--- src/rtl/traffic_light_ctrl.sv ---
// rtl/traffic_light_ctrl.sv - timed WHITE/GREEN/YELLOW/RED phase sequencer with 1 s prescaler (optional PED_REQ_EN)

// Shared colour codes. The def.v definitions take precedence when that file is compiled first.
`ifndef WHITE
`define WHITE  2'b00
`endif
`ifndef RED
`define RED    2'b01
`endif
`ifndef GREEN
`define GREEN  2'b10
`endif
`ifndef YELLOW
`define YELLOW 2'b11
`endif

module traffic_light_ctrl #(
  parameter int TICKS_PER_SEC = 100000000,
  parameter int INIT_SEC      = 1,
  parameter int GREEN_SEC     = 5,
  parameter int YELLOW_SEC    = 2,
  parameter int RED_SEC       = 5
) (
  input  logic       clk_i,
  input  logic       rst_i,
  input  logic       en_i,
`ifdef PED_REQ_EN
  input  logic       ped_req_i,
`endif
  output logic [1:0] color_o,
  output logic [7:0] remain_o,
  output logic       sec_tick_o
);

  localparam int            PW         = $clog2(TICKS_PER_SEC);
  localparam logic [PW-1:0] PRESC_MAX  = PW'(TICKS_PER_SEC - 1);
  localparam logic [7:0]    INIT_DUR   = 8'(INIT_SEC);
  localparam logic [7:0]    GREEN_DUR  = 8'(GREEN_SEC);
  localparam logic [7:0]    YELLOW_DUR = 8'(YELLOW_SEC);
  localparam logic [7:0]    RED_DUR    = 8'(RED_SEC);

  typedef enum logic [1:0] {S_INIT, S_GREEN, S_YELLOW, S_RED} state_t;

  state_t        state_q, state_d;
  logic [PW-1:0] presc_q, presc_d;
  logic [7:0]    remain_q, remain_d;
  logic [1:0]    color_q, color_d;
  logic          tick_q, tick_d;
  logic          wrap;
`ifdef PED_REQ_EN
  logic          ped_q, ped_d;
  logic          ped_hit;
`endif

  // Prescaler: wrap marks the last enabled cycle of a second; the tick flag is
  // held while disabled so a pulse is shown on the first enabled cycle instead of lost.
  always_comb begin
    wrap    = en_i && (presc_q == PRESC_MAX);
    presc_d = presc_q;
    tick_d  = tick_q;
    if (en_i) begin
      presc_d = wrap ? '0 : presc_q + PW'(1);
      tick_d  = wrap;
    end
  end

  // Phase FSM: count down on each second, switch phase and colour together on the last one.
  always_comb begin
    state_d  = state_q;
    remain_d = remain_q;
    color_d  = color_q;
`ifdef PED_REQ_EN
    ped_d    = ped_q;
    ped_hit  = ped_q || ped_req_i;
    if (state_q == S_GREEN && ped_req_i) ped_d = 1'b1;
`endif
    if (wrap) begin
      if (remain_q > 8'd1) begin
        remain_d = remain_q - 8'd1;
`ifdef PED_REQ_EN
        if (state_q == S_GREEN && ped_hit && remain_q > 8'd2) remain_d = 8'd2;
`endif
      end else begin
        case (state_q)
          S_INIT: begin
            state_d  = S_GREEN;
            remain_d = GREEN_DUR;
            color_d  = `GREEN;
          end
          S_GREEN: begin
            state_d  = S_YELLOW;
            remain_d = YELLOW_DUR;
            color_d  = `YELLOW;
`ifdef PED_REQ_EN
            ped_d    = 1'b0;
`endif
          end
          S_YELLOW: begin
            state_d  = S_RED;
            remain_d = RED_DUR;
            color_d  = `RED;
          end
          S_RED: begin
            state_d  = S_GREEN;
            remain_d = GREEN_DUR;
            color_d  = `GREEN;
          end
          default: begin
            state_d  = S_INIT;
            remain_d = INIT_DUR;
            color_d  = `WHITE;
          end
        endcase
      end
    end
  end

  // State registers; reset restarts the lamp test immediately.
  always_ff @(posedge clk_i or posedge rst_i) begin
    if (rst_i) begin
      state_q  <= S_INIT;
      presc_q  <= '0;
      remain_q <= INIT_DUR;
      color_q  <= `WHITE;
      tick_q   <= 1'b0;
`ifdef PED_REQ_EN
      ped_q    <= 1'b0;
`endif
    end else begin
      state_q  <= state_d;
      presc_q  <= presc_d;
      remain_q <= remain_d;
      color_q  <= color_d;
      tick_q   <= tick_d;
`ifdef PED_REQ_EN
      ped_q    <= ped_d;
`endif
    end
  end

  assign color_o    = color_q;
  assign remain_o   = remain_q;
  assign sec_tick_o = tick_q && en_i;

endmodule
--- config.mk ---
export PLATFORM = sky130hd
export DESIGN_NAME = traffic_light_ctrl
export DESIGN_NICKNAME = d
export VERILOG_FILES = /design/src/rtl/traffic_light_ctrl.sv
export SDC_FILE = /design/constraint.sdc
export NUM_CORES = 1
export LEC_CHECK = 0
export CORE_MARGIN = 1.5
export CORE_UTILIZATION = 50
export CTS_BUF_LIST = sky130_fd_sc_hd__clkbuf_16
export DETAILED_ROUTE_END_ITERATION = 10
export HOLD_SLACK_MARGIN = 0.03
export PLACE_DENSITY_LB_ADDON = 0.2
export SLEW_MARGIN = 40
export SYNTH_ARGS = -nofsm -noshare
export SYNTH_HDL_FRONTEND = slang
export SYNTH_SLANG_ARGS = --single-unit
--- constraint.sdc ---
create_clock -name clk_i -period 3.1 [get_ports clk_i]
set_input_delay 0.465 -clock clk_i [delete_from_list [all_inputs] [get_ports clk_i]]
set_output_delay 0.465 -clock clk_i [all_outputs]
set_load 0.005 [all_outputs]
After elaboration in Yosys (flattened, before gate mapping)
Index checks and enable logic that the tools add are counted.
{"block": "totals", "reg_bits": 40, "latchBits": 0, "ram_bits": 0, "mem_bits_ro": 0, "in_bits": 3, "out_inout_bits": 11, "wordCells": 24, "n_memories": 0}
{"block": "op_classes", "n_addsub": 2, "mul": 0, "n_div": 0, "n_lt_le_gt_ge": 1, "n_eq_ne": 4, "shift": 0, "muxes": 5, "n_bitwise": 1, "n_reduce_logical": 6}
{"op": "$add A27 B1 Y27 const B", "n": 1}
{"op": "$eq A27 B27 Y1 const B", "n": 1}
{"op": "$mux W27", "n": 1}
{"op": "$pmux W8 S2", "n": 1}
{"op": "$pmux W2 S3", "n": 2}
{"op": "$gt A8 B1 Y1 const B", "n": 1}
{"op": "$mux W8", "n": 1}
{"op": "$sub A8 B1 Y8 const B", "n": 1}
{"op": "$eq A2 B2 Y1 const B", "n": 2}
{"op": "$reduce_or A3 Y1", "n": 1}
{"op": "$eq A2 B1 Y1 const B", "n": 1}
{"op": "$logic_and A1 B1 Y1", "n": 2}
{"op": "$logic_not A2 Y1", "n": 1}
{"op": "$reduce_and A2 Y1", "n": 1}
{"op": "$reduce_or A2 Y1", "n": 1}
{"op": "$not A1 Y1", "n": 1}

Logic depth before layout (Yosys ltp)
{"block": "logic_depth", "depth_word": 4, "mapped_depth": 7, "depth_no_buf": 7}

Least setup slack after synthesis
OpenSTA, ideal clock, no wires.
{"block": "synth_timing", "path_kind": "input -> register", "start": "input en_i", "end": "register remain_q[5], in the netlist remain_o[5]", "setup_ps": 125, "arrival_time_ps": 2119, "t_required_ps": 2975, "setup_slack_ps": 856, "stages": 7, "path_buffers": 2, "path_cell_list": "buf_2 and3_1 nand3_2 or4_1 buf_2 nor4_2 mux2_2"}
{"block": "synth_via", "elab_chain_cells": 1}
{"item": "start: declaration", "line": "26", "source": "input logic en_i,"}
{"item": "$logic_and A1 B1 Y1", "line": "58", "source": "wrap = en_i && (presc_q == PRESC_MAX);"}
{"item": "end signal: assignment", "line": "132", "source": "remain_q <= remain_d;"}
{"item": "end: declaration", "line": "46", "source": "logic [7:0] remain_q, remain_d;"}
No other way between the ends.
A chain may end at the register's enable or synchronous reset.

Final worst setup path
{"block": "layout_timing", "start": "register presc_q[8]", "end": "register remain_q[3], in the netlist remain_o[3]"}
{"block": "layout_via", "elab_chain_cells": 2}
{"item": "start: declaration", "line": "45", "source": "logic [PW-1:0] presc_q, presc_d;"}
{"item": "start signal: assignment", "line": "131", "source": "presc_q <= presc_d;"}
{"item": "$eq A27 B27 Y1", "line": "58"}
{"item": "$logic_and A1 B1 Y1", "line": "58"}
No other way between the ends.

==> results.sh <==
export IMPL_whs_ns=0.475
export IMPL_core_area_um2=4000
export IMPL_ant_nets=0
export IMPL_vias=1581
export IMPL_areaGrowthSynthToFinish_pct=17.9
export IMPL_timing_rr_start="presc_q[8]"
export IMPL_n_antenna_cell=0
export IMPL_fin_nets=235
export IMPL_rows=23
export IMPL_grt_use_total=0.206
export IMPL_crit_buf_inv=0
export IMPL_ys_types=34
export IMPL_first_global_vias=1594
export IMPL_synthTopCellsByArea="dfrtp_1, xnor2_1, nor2_1, ha_1, nand2_1"
export IMPL_htreeDepth=2
export IMPL_worst_ir_drop_vdd_v=0.000289
export IMPL_synth_xor_area_share=0.0886
export IMPL_cts_setup_buffers=0
export IMPL_synth_ff_type="dfrtp_1"
export IMPL_post_synth_cell_area_avg_um2=9.88
export IMPL_critPathMaxFanout=8
export IMPL_clk_latency_ns=0.28
export IMPL_wl_um=4040
export IMPL_initial_utilization=0.519
export IMPL_cp_slowest_cell="or4_1"
export IMPL_fin_setup_tns_ns=0
export IMPL_tritoncts="built"
export IMPL_syn_nets=219
export IMPL_hold_class="reg2reg"
export IMPL_grt_max_degree=24
export IMPL_powerDensity_nw_per_um2=555
export IMPL_cp_data_arrival_time_ns=2.55
export IMPL_ios=14
export IMPL_crit_chain="nor4b_4, nand3b_2, or4_1, nor4_1, mux2_2"
export IMPL_worst_path_stages=5
export IMPL_clk_pin_slew_ns=0.06
export IMPL_worstMarginPinSlew_ns=0.621
export IMPL_hold_viol_final=0
export IMPL_syn_area_um2=2080
export IMPL_drt_iter0_drc=53
export IMPL_grt_pass1_wl_um=6910
export IMPL_synth_top_area_cell="dfrtp_1"
export IMPL_post_route_period_util=0.769
export IMPL_ys_ff_latch=39
export IMPL_port_buffers=13
export IMPL_synth_top_family_by_area="simple AND/OR/NAND/NOR gates"
export IMPL_ctsResizeCount=0
export IMPL_drive_gt1_frac=0.123
export IMPL_synthCells=210
export IMPL_drc=0
export IMPL_antenna_found_initial=0
export IMPL_synthAdderAreaFrac=0.0362
export IMPL_final_util=0.612
export IMPL_status="finished clean"
export IMPL_r2r_slack_ns=0.72
export IMPL_die_x_um=67.4
export IMPL_cp_endpoint="remain_o[3]"
export IMPL_cp_top_family="simple AND/OR/NAND/NOR gates"
export IMPL_cts_sinks=39
export IMPL_reg2reg_to="remain_o[3]"
export IMPL_rsz0062_at_grt="no"
export IMPL_place_inst=269
export IMPL_finalSetupViolations=0
export IMPL_dr_pass1_iters=4
export IMPL_slew_viol_final=0
export IMPL_end_kind="flop"
export IMPL_cts_root_buffer="clkbuf_16"
export IMPL_cts_made_buffers=5
export IMPL_worstRegToRegCells=5
export IMPL_async_flop_share=1.00
export IMPL_fin_skew_ns=0.00140
export IMPL_vias_per_cell=5.71
export IMPL_yosys_area_share_simple=0.271
export IMPL_crit_path_start="presc_q[8]"
export IMPL_cpPeakStageDelay_ns=0.68
export IMPL_wl_per_cell_um=14.6
export IMPL_hp_start="presc_q[6]"
export IMPL_overflow=0
export IMPL_min_period_ns=2.38
export IMPL_required_ns=3.27
export IMPL_die_h_um=67.4
export IMPL_post_place_ws_ns=0.476
export IMPL_drv_cap=0
export IMPL_ctsHoldBuffers=0
export IMPL_critPathKind="reg2reg"
export IMPL_synth_mux_area_frac=0.0422
export IMPL_fin_ws_ns=0.718
export IMPL_relSlewSlack=0.582
export IMPL_final_cells=277
export IMPL_p_leak_uw=0.00105
export IMPL_finalWeightedCongestion=0.821
export IMPL_cp_start_kind="flop"
export IMPL_timing_fmax_mhz=420
export IMPL_fill_cells=334
export IMPL_synth_edff_count=0
export IMPL_die_area_um2=4550
export IMPL_clock_path_buffers=2
export IMPL_synth_compound_area_frac=0.0470
export IMPL_ys_seq_area_frac=0.471
export IMPL_synth_top_area_frac=0.458
export IMPL_yosysWarnings=0
export IMPL_post_dp_hpwl_um=2900
routing by layer:
metal / GRT usage / up-vias / routed length [um]
met3: 0.0600 / 6 / 156
met2: 0.366 / 27 / 2040
met1: 0.238 / 771 / 1790
met5: 0 / - / 0
met4: 0.0689 / 0 / 57
li1: - / 777 / -
placed cells by master, fill, tap and decap left out, drive strengths merged:
cell type      synthesis  layout
clkdlybuf4s50          0      13
o2bb2ai                1       1
a31oi                  1       1
o211a                  1       1
bufinv                 0       2
clkinvlp               0       1
nand2                 18      18
dfstp                  1       1
buf                    6       6
or4                    2       2
inv                    9       9
mux2                   6       6
xor2                   5       5
and2                   1       1
o21bai                 1       1
nand3b                 1       1
o21ai                  7       7
o211ai                 2       2
nor2                  24      24
or3                    6       6
and3                   2       2
a21oi                  3       3
clkbuf                 4       5
and4                   5       5
xnor2                 16      16
nor3                   7       7
mux2i                  2       2
nand4                  9       9
nor4b                  1       1
dfrtp                 38      38
nor4                  11      11
ha                     6       6
nand3                 14      14
worst reg2reg max path: stages, from the launching register on:
cell	delay (ns)
dfrtp_1	0.47
nor4b_4	0.34
nand3b_2	0.15
or4_1	0.68
nor4_1	0.27
mux2_2	0.37
sequential cells by signal, indices dropped and copies added (netlist names):
register  cells
presc_q      27
remain_o      8
color_o       2
state_q       1
tick_q        1
worst min path at each step:
stage                     cells past startpoint  slack, ns         end
after floorplan                               1       0.44  presc_q[6]
after global placement                        1       0.46  presc_q[6]
after detailed placement                      1       0.46  presc_q[6]
after CTS                                     1       0.48  presc_q[6]
after global routing                          1       0.51  presc_q[6]
final                                         1       0.48  presc_q[6]
area by class of cell:
| class | count | area (um2) | share of cell area |
|---|---|---|---|
| multi-input cells | 152 | 1010 | 0.411 |
| flip-flops and latches | 39 | 977 | 0.399 |
| repair buffers | 19 | 175 | 0.0716 |
| clock buffers | 5 | 125 | 0.0511 |
| clock inverters | 3 | 67.6 | 0.0276 |
| well taps | 50 | 62.6 | 0.0256 |
| inverters | 9 | 33.8 | 0.0138 |
stage by stage:
step / total power (uW) / instance area (um2)
detailed placement: 704 / 2250
finish: 1360 / 2450
CTS: 1370 / 2450
global placement: 694 / 2250
global route: 1410 / 2450
floorplan: 673 / 2080
where the power goes:
part           leakage, uW  switching (uW)  internal (uW)  total, uW
Clock            0.0000900             202            461        662
Combinational     0.000455            49.3           51.2        101
Sequential        0.000510            45.9            549        595
cell usage after synthesis (2+ instances only):
cell	count
mux2i_1	2
and3_1	2
buf_4	3
nor3_1	7
o211ai_1	2
or3_1	6
xnor2_1	16
nor4_1	8
nand4_1	9
o21ai_0	7
nor4_2	3
nor2_1	24
dfrtp_1	38
inv_1	9
clkbuf_1	4
nand3_1	13
mux2_2	6
buf_2	2
or4_1	2
a21oi_1	3
nand2_1	18
ha_1	6
and4_1	5
xor2_1	5
cells by family after synthesis:
family / after synthesis
AND/OR/NAND/NOR: 101
flip-flops: 39
XOR/XNOR: 21
buffers and inverters: 19
AO/OA/AOI/OAI: 16
multiplexers: 8
adder cells (fa/ha/maj): 6
(Power assumes the default switching activity.)
